==> src/rtl/mips_ctrl_pkg.sv <==
// Shared encodings for the multicycle MIPS control path: FSM states,
// opcode/funct fields and ALU operation codes.
package mips_ctrl_pkg;

  typedef enum logic [3:0] {
    FETCH    = 4'd0,
    DECODE   = 4'd1,
    MEMADR   = 4'd2,
    MEMRD    = 4'd3,
    MEMWB    = 4'd4,
    MEMWR    = 4'd5,
    RTYPE_EX = 4'd6,
    RTYPE_WB = 4'd7,
    BEQ      = 4'd8,
    JUMP     = 4'd9,
    ADDI_EX  = 4'd10,
    ADDI_WB  = 4'd11
  } state_t;

  localparam logic [5:0] OP_RTYPE = 6'b000000;
  localparam logic [5:0] OP_LW    = 6'b100011;
  localparam logic [5:0] OP_SW    = 6'b101011;
  localparam logic [5:0] OP_BEQ   = 6'b000100;
  localparam logic [5:0] OP_J     = 6'b000010;
  localparam logic [5:0] OP_ADDI  = 6'b001000;

  localparam logic [5:0] FN_ADD = 6'b100000;
  localparam logic [5:0] FN_SUB = 6'b100010;
  localparam logic [5:0] FN_AND = 6'b100100;
  localparam logic [5:0] FN_OR  = 6'b100101;
  localparam logic [5:0] FN_NOR = 6'b100111;
  localparam logic [5:0] FN_SLT = 6'b101010;

  localparam logic [3:0] ALU_ADD = 4'b0010;
  localparam logic [3:0] ALU_SUB = 4'b0110;
  localparam logic [3:0] ALU_AND = 4'b0000;
  localparam logic [3:0] ALU_OR  = 4'b0001;
  localparam logic [3:0] ALU_NOR = 4'b1100;
  localparam logic [3:0] ALU_SLT = 4'b0111;
  localparam logic [3:0] ALU_BAD = 4'b1111;

endpackage

==> src/rtl/mips_alu_dec.sv <==
// R-type funct decoder: maps funct to an ALU operation code and flags
// whether the funct is one the datapath supports.
module mips_alu_dec
  import mips_ctrl_pkg::*;
(
  input  logic [5:0] funct,
  output logic [3:0] aluCtr,
  output logic       valid
);

  always_comb begin
    valid = 1'b1;
    unique case (funct)
      FN_ADD:  aluCtr = ALU_ADD;
      FN_SUB:  aluCtr = ALU_SUB;
      FN_AND:  aluCtr = ALU_AND;
      FN_OR:   aluCtr = ALU_OR;
      FN_NOR:  aluCtr = ALU_NOR;
      FN_SLT:  aluCtr = ALU_SLT;
      default: begin
        aluCtr = ALU_BAD;
        valid  = 1'b0;
      end
    endcase
  end

endmodule

==> src/rtl/multicycle_ctrl.sv <==
// Main control FSM for the multicycle MIPS datapath: sequences each
// instruction, counts retirements and flags unsupported opcodes.
module multicycle_ctrl
  import mips_ctrl_pkg::*;
#(
  parameter int CNT_W = 32
) (
  input  logic             clk,
  input  logic             reset,
  input  logic [5:0]       op,
  input  logic [5:0]       funct,
  input  logic             zero,
  input  logic             memReady,
  output logic [3:0]       aluCtr,
  output logic             aluSrcA,
  output logic [1:0]       aluSrcB,
  output logic [1:0]       pcSource,
  output logic             pcEn,
  output logic             iorD,
  output logic             memRead,
  output logic             memWrite,
  output logic             irWrite,
  output logic             regDst,
  output logic             memToReg,
  output logic             regWrite,
  output logic             instrDone,
  output logic [CNT_W-1:0] instret,
  output logic             illegalOp
);

  state_t     state, state_next;
  logic [3:0] rtype_ctr;
  logic       rtype_valid;
  logic       set_illegal;

  mips_alu_dec u_alu_dec (
    .funct  (funct),
    .aluCtr (rtype_ctr),
    .valid  (rtype_valid)
  );

  // NOTE: sequential state uses non-blocking assignments so every register
  // samples pre-edge values regardless of statement order.
  always_ff @(posedge clk or posedge reset) begin
    if (reset) begin
      state     <= FETCH;
      instret   <= '0;
      illegalOp <= 1'b0;
    end else begin
      state <= state_next;
      if (instrDone)   instret   <= instret + CNT_W'(1);
      if (set_illegal) illegalOp <= 1'b1;
    end
  end

  // NOTE: every output gets a default before the case so no path leaves a
  // signal unassigned, which would otherwise infer a latch.
  always_comb begin
    state_next  = state;
    set_illegal = 1'b0;
    aluCtr      = 4'b0000;
    aluSrcA     = 1'b0;
    aluSrcB     = 2'b00;
    pcSource    = 2'b00;
    pcEn        = 1'b0;
    iorD        = 1'b0;
    memRead     = 1'b0;
    memWrite    = 1'b0;
    irWrite     = 1'b0;
    regDst      = 1'b0;
    memToReg    = 1'b0;
    regWrite    = 1'b0;
    instrDone   = 1'b0;

    case (state)
      FETCH: begin
        memRead = 1'b1;
        aluSrcB = 2'b01;
        aluCtr  = ALU_ADD;
        irWrite = memReady;
        pcEn    = memReady;
        if (memReady) state_next = DECODE;
      end
      DECODE: begin
        aluSrcB = 2'b11;
        aluCtr  = ALU_ADD;
        case (op)
          OP_LW, OP_SW: state_next = MEMADR;
          OP_RTYPE:     state_next = RTYPE_EX;
          OP_BEQ:       state_next = BEQ;
          OP_J:         state_next = JUMP;
          OP_ADDI:      state_next = ADDI_EX;
          default: begin
            // Unsupported opcodes are retired as no-ops so the PC keeps moving.
            state_next  = FETCH;
            set_illegal = 1'b1;
            instrDone   = 1'b1;
          end
        endcase
      end
      MEMADR: begin
        aluSrcA    = 1'b1;
        aluSrcB    = 2'b10;
        aluCtr     = ALU_ADD;
        state_next = (op == OP_LW) ? MEMRD : MEMWR;
      end
      MEMRD: begin
        memRead = 1'b1;
        iorD    = 1'b1;
        if (memReady) state_next = MEMWB;
      end
      MEMWB: begin
        regWrite   = 1'b1;
        memToReg   = 1'b1;
        instrDone  = 1'b1;
        state_next = FETCH;
      end
      MEMWR: begin
        memWrite = 1'b1;
        iorD     = 1'b1;
        if (memReady) begin
          instrDone  = 1'b1;
          state_next = FETCH;
        end
      end
      RTYPE_EX: begin
        aluSrcA    = 1'b1;
        aluCtr     = rtype_ctr;
        state_next = RTYPE_WB;
      end
      RTYPE_WB: begin
        regDst     = 1'b1;
        regWrite   = rtype_valid;
        instrDone  = 1'b1;
        state_next = FETCH;
      end
      BEQ: begin
        aluSrcA    = 1'b1;
        aluCtr     = ALU_SUB;
        pcSource   = 2'b01;
        pcEn       = zero;
        instrDone  = 1'b1;
        state_next = FETCH;
      end
      JUMP: begin
        pcSource   = 2'b10;
        pcEn       = 1'b1;
        instrDone  = 1'b1;
        state_next = FETCH;
      end
      ADDI_EX: begin
        aluSrcA    = 1'b1;
        aluSrcB    = 2'b10;
        aluCtr     = ALU_ADD;
        state_next = ADDI_WB;
      end
      ADDI_WB: begin
        regWrite   = 1'b1;
        instrDone  = 1'b1;
        state_next = FETCH;
      end
      default: state_next = FETCH;
    endcase
  end

endmodule

==> config.mk <==
export PLATFORM = sky130hd
export DESIGN_NAME = multicycle_ctrl
export DESIGN_NICKNAME = d
export VERILOG_FILES = /design/src/rtl/mips_ctrl_pkg.sv /design/src/rtl/mips_alu_dec.sv /design/src/rtl/multicycle_ctrl.sv
export SDC_FILE = /design/constraint.sdc
export NUM_CORES = 1
export LEC_CHECK = 0
export ABC_AREA = 0
export CAP_MARGIN = 5
export CORE_UTILIZATION = 40
export CTS_CLUSTER_DIAMETER = 80
export DETAILED_ROUTE_END_ITERATION = 12
export GPL_TIMING_DRIVEN = 0
export HOLD_SLACK_MARGIN = 0.08
export PLACE_DENSITY = 0.69
export SKIP_CTS_REPAIR_TIMING = 1
export SYNTH_ARGS = -nofsm -noshare
export SYNTH_HDL_FRONTEND = slang
export SYNTH_HIERARCHICAL = 1
export SYNTH_SLANG_ARGS = --single-unit
export TNS_END_PERCENT = 50
==> constraint.sdc <==
create_clock -name clk -period 2.3 [get_ports clk]
set_input_delay 0.345 -clock clk [delete_from_list [all_inputs] [get_ports clk]]
set_output_delay 0.345 -clock clk [all_outputs]
set_load 0.05 [all_outputs]
==> out/metrics.cfg, run 1 <==
[timing]
slew_headroom = 0.503
fin_crit_ns = 2.22
finalHoldViolCount = 0
clock_skew_ns = 0.00197
setup_violations = 0
fin_ws_ns = 0.0762
tns_ns = 0
worst_slew_pin_slew_ns = 0.745
max_freq_ghz = 0.450
rsz0062_at_grt = yes
drv_slew = 0
min_period_over_period = 0.967

[synthesis]
ys_seq_elements = 37
async_flop_share = 1.00
synth_top_area_cell = dfrtp_1
synth.most_common_cell = dfrtp_1
synth_top_family_by_area = simple AND/OR/NAND/NOR gates
synth_compound_area_frac = 0.102
synthSimpleGateAreaFrac = 0.310
synth.area.mux_share = 0.0110
syn_avg_cell_area_um2 = 8.58
synthDistinctLibCells = 46
synth_common_cells = dfrtp_1 (37), nand2_1 (28), xor2_1 (27)
synth_ff_type = dfrtp_1
synth_cells = 265
synth_area_leaders = dfrtp_1 (41%), xor2_1 (10%), nor4_1 (4.7%)
synth_edf_count = 0
syn-num-nets = 282
synth_area_um2 = 2270
synthAdderAreaFrac = 0.0105
synth_xor_area_frac = 0.123
synth_top_area_frac = 0.407
yosysSeqAreaShare = 0.407
yosys_warnings = 6

[worst_setup_path]
cp.required_ns = 1.96
rr_worst_depth = 5
regToRegSetupSlack_ns = 0.38
r2r_start = instret[2]
cp.arrival_ns = 1.88
criticalPathCategory = input pin to primary output
reg2reg_to = instret[31]
path_buf_inv = 4
critical_path.slowest_cell = maj3_2
crit_path_start = op[1]
critPathCaptureType = primary output
cp-endpoint = instrDone
crit_chain = dlymetal6s2s_1, maj3_2, o32a_1, a32oi_2, buf_6, inv_2, clkbuf_4
crit_fanout = 10
start_kind = input pin
critical_path.top_delay_family = buffers and inverters
slowest_delay_ns = 0.34
crit_cells = 7

[place]
dp.cells = 402
hpwl_um = 4300
port-buffer-count = 65
dp_slack_ns = -0.807
routabilityCongestion = 0.824

[global_routing]
grt_antenna_before_repair = 0
grt_pass1_wl_um = 9910
grt.overflow.total = 0
grt_max_degree = 38
grt_pass1_vias = 2163
grt_usage = 0.204

[detailed_routing]
first_pass_iters = 4
routed_via_density = 5.57
drc = 0
drt_iter0_drc = 79
wl_per_cell_um = 14.2
finalWirelength_um = 5830
ant_nets = 0
num_vias = 2283

[floorplan]
fp.dieH_um = 77.4
dieWidth_um = 77.4
io_pins = 67
core_area_um2 = 5510
initial_core_util = 0.413
die_area_um2 = 5990
placementRows = 27

[layout]
fin_nets = 354
area.growth.synth_to_final_pct = 38.6
drive_above_1_share = 0.124
final_util = 0.572
final_cells = 410
antennaDiodeCount = 0

[power_and_ir_drop]
p_sw_frac = 0.407
power.density_nw_per_um2 = 683
combPwrFrac = 0.407
power_mw = 2.15
power_leakage_nw = 1.57
clkPwrFrac = 0.227
switchingPower_mw = 0.877
p_int_mw = 1.28
irDropWorstVdd_v = 0.000750
power_frac_seq = 0.366

[min_path]
hp-class = register to register

[flow_run]
maxCapViolations = 0

[clocking]
numCtsBuffers = 5
clkLatencyLatePin_ns = 0.28
root_buffer = clkbuf_8
ctsLongestPathBuffers = 2
cts_sinks = 37
cts_tree = yes
htree_levels = 2
clkTransAtPathRegs_ns = 0.07

[outcome]
status = finished, final reports clean

placed cells by master, fill, tap and decap left out, types with 2 or more instances in the layout:
cell             count
nand2_1             28
clkbuf_2            13
or2_2                2
xnor2_1              5
buf_2                3
dlymetal6s2s_1      17
nor2b_1              2
a21oi_1             11
clkbuf_4             2
clkdlybuf4s50_1     39
nor4_1              16
clkbuf_8             7
dfrtp_1             37
xor2_1              27
nor2_1              25
o211ai_1             2
nor2b_2              2
nand3_1             13
and3_1               4
inv_2                2
nand4_1             13
o22ai_1              4
a22oi_1              2
and4_1               2
nor3_1              15
nand2b_1             5
o21ai_0              6
inv_1                6
final cells by class:
| type | count | area (um^2) |
|---|---|---|
| fillers | 503 | 2350 |
| multi-input cells | 208 | 1280 |
| flip-flops and latches | 37 | 926 |
| repair buffers | 65 | 656 |
| clock buffers | 7 | 96.3 |
| well taps | 72 | 90.1 |
| plain buffers | 12 | 65.1 |
| inverters | 8 | 30.0 |
| clock inverters | 1 | 5.00 |
sequential cells by signal, indices dropped and copies added (netlist names):
signal,cells
illegalOp,1
state,4
instret,32
layer usage:
layer  share of wire  GRT usage  wire length [um]  vias to the layer above
li1                -          -                 -                     1098
met1            0.46      0.261              2680                     1120
met2            0.48      0.340              2800                       57
met3           0.045     0.0459               263                        8
met4           0.014     0.0660                81                        0
met5               0          0                 0                        -
power groups by stage:
| stage | sequential, mW | combinational, mW | clock [mW] |
|---|---|---|---|
| after global placement | 0.800 | 0.868 | 0 |
| after detailed placement | 0.800 | 0.875 | 0 |
| after floorplan | 0.968 | 0.418 | 0 |
| after global routing | 0.804 | 0.928 | 0.524 |
| after CTS | 0.789 | 0.880 | 0.500 |
| final | 0.789 | 0.876 | 0.489 |
logic make-up (layout without fill, tap and decap cells):
family          Yosys count  after routing
simple gates            137            137
mux                       2              2
buf+inv                  20             93
flops                    37             37
xor+xnor                 32             32
compound gates           35             35
fa+ha+maj                 2              2
stage by stage:
stage	hold WS [ns]	area, um^2
6_report	0.471	3150
5_1_grt	0.499	3150
4_1_cts	0.479	3120
3_5_place_dp	0.465	3020
3_3_place_gp	0.457	3020
2_1_floorplan	0.501	2280
worst min-delay path by stage:
stage                startpoint     endpoint  cells after the start
finish              instret[31]  instret[31]                      1
detailed placement    illegalOp    illegalOp                      1
global route        instret[31]  instret[31]                      1
CTS                 instret[31]  instret[31]                      1
floorplan                 op[4]    illegalOp                      2
global placement    instret[31]  instret[31]                      1
Note: power is estimated with default switching activity, not from simulation.
==> run 2, diff against run 1 <==
- PLACE_DENSITY: 0.69 -> 0.68
==> out/metrics.cfg, run 2 (synthesis gave the netlist of run 1 again) <==
[outcome]
status = complete, but fails checks
violations = negative setup slack

[timing]
max_freq_ghz = 0.434
whs_ns = 0.463
rsz0062_at_grt = yes
min_period_over_period = 1.00
worst_slew_pin_slew_ns = 0.759
fin_ws_ns = -0.00488
tns_ns = -0.00488
slew_headroom = 0.493
drv_slew = 0
clock_skew_ns = 0.00790
setup_violations = 1
finalHoldViolCount = 0
fin_crit_ns = 2.30

[global_routing]
grt_pass1_vias = 2082
grt.overflow.total = 0
grt_antenna_before_repair = 0
grt_pass1_wl_um = 9900
grt_max_degree = 38
grt_usage = 0.204

[place]
hpwl_um = 4300
routabilityCongestion = 0.820
port-buffer-count = 65
placed_area_um2 = 3020

[worst_setup_path]
start_kind = input pin
crit_chain = clkdlybuf4s50_1, nor2b_1, a22oi_1, a32oi_2, buf_6, inv_2, buf_2
crit_fanout = 10
critical_path.top_delay_family = buffers and inverters
critPathCaptureType = primary output
rr_worst_depth = 6
cp.arrival_ns = 1.96
slowest_delay_ns = 0.51
crit_cells = 7
cp-endpoint = instrDone
criticalPathCategory = input pin to primary output
critical_path.slowest_cell = clkdlybuf4s50_1
regToRegSetupSlack_ns = 0.26
reg2reg_to = instret[25]
r2r_start = state[2]
path_buf_inv = 4
cp.required_ns = 1.96
crit_path_start = memReady

[detailed_routing]
drc = 0
wl_per_cell_um = 14.4
num_vias = 2288
finalWirelength_um = 5880
routed_via_density = 5.59
first_pass_iters = 6
drt_iter0_drc = 93
ant_nets = 0

[floorplan]
placementRows = 27
core_area_um2 = 5510
io_pins = 67
fp.dieH_um = 77.4
dieWidth_um = 77.4
die_area_um2 = 5990
initial_core_util = 0.413

[clocking]
ctsLongestPathBuffers = 2
htree_levels = 2
clkLatencyLatePin_ns = 0.29
clkTransAtPathRegs_ns = 0.06
cts_sinks = 37
numCtsBuffers = 5
cts_tree = yes
root_buffer = clkbuf_8

[flow_run]
maxCapViolations = 0

[layout]
largestRegisters = instret x32, state x4, illegalOp x1
final_cell_mix = clkdlybuf4s50_1 (42), dfrtp_1 (37), nand2_1 (28)
n_fill_cell = 512
fin_nets = 355
design_area_um2 = 3110
largest_reg_flops = 32
regMostFlops = instret
area.growth.synth_to_final_pct = 37.0
final_common_cell = clkdlybuf4s50_1
drive_above_1_share = 0.116
antennaDiodeCount = 0

[power_and_ir_drop]
power_leakage_nw = 1.53
power.density_nw_per_um2 = 667
irDropWorstVdd_v = 0.000598
power_mw = 2.08

[min_path]
hp-class = register to register
hold-path-cell-count = 1

==> run 2: cell count changes in the layout (fill, tap and decap cells not counted), sizes merged <==
cell           before  now
buf                 5    8
clkdlybuf4s50      39   42
dlymetal6s2s       17   14
clkbuf             23   19
==> run 2: worst min-delay path by stage <==
stage	slack [ns]	endpoint	start
3_5_place_dp	0.46	instret[31]	instret[31]
6_report	0.46	instret[31]	instret[31]
4_1_cts	0.47	instret[31]	instret[31]
3_3_place_gp	0.46	instret[31]	instret[31]
5_1_grt	0.49	instret[31]	instret[31]
2_1_floorplan	0.50	illegalOp	op[4]
==> run 2: power by group <==
part	switching (mW)	leakage, nW	total (mW)	internal (mW)
Combinational	0.582	1.00	0.874	0.292
Clock	0.214	0.0399	0.413	0.199
Sequential	0.0808	0.488	0.791	0.711
Total	0.876	1.53	2.08	1.20
==> run 2: stage by stage <==
step / worst slack (ns) / instances / utilization
detailed placement: -0.778 / 402 / 0.549
finish: -0.00488 / 409 / 0.566
floorplan: -0.0603 / 265 / -
CTS: -0.778 / 408 / 0.562
global route: -0.147 / 409 / 0.566
global placement: -0.776 / 402 / 0.549
==> run 2: area by class of cell <==
type	count	area [um^2]	area share
sequential	37	926	0.297
inverter	8	30.0	0.00964
tap	72	90.1	0.0289
timing repair buffer	66	651	0.209
buffer	12	66.3	0.0213
multi-input combinational	208	1280	0.410
clock inverter	1	5.00	0.00161
clock buffer	5	68.8	0.0221
==> run 2: worst reg2reg max path, stage by stage (launching register included) <==
cell	delay [ns]
dfrtp_1	0.41
clkbuf_2	0.20
nor3_1	0.38
a32oi_2	0.13
buf_2	0.22
nor4_1	0.45
xnor2_1	0.17
==> run 2: routing by layer <==
layer | wire length (um) | vias to the layer above | GRT usage
met5 | 0 | - | 0
met4 | 64 | 0 | 0.0472
met3 | 237 | 6 | 0.0353
met2 | 2830 | 74 | 0.344
met1 | 2740 | 1106 | 0.273
li1 | - | 1102 | -
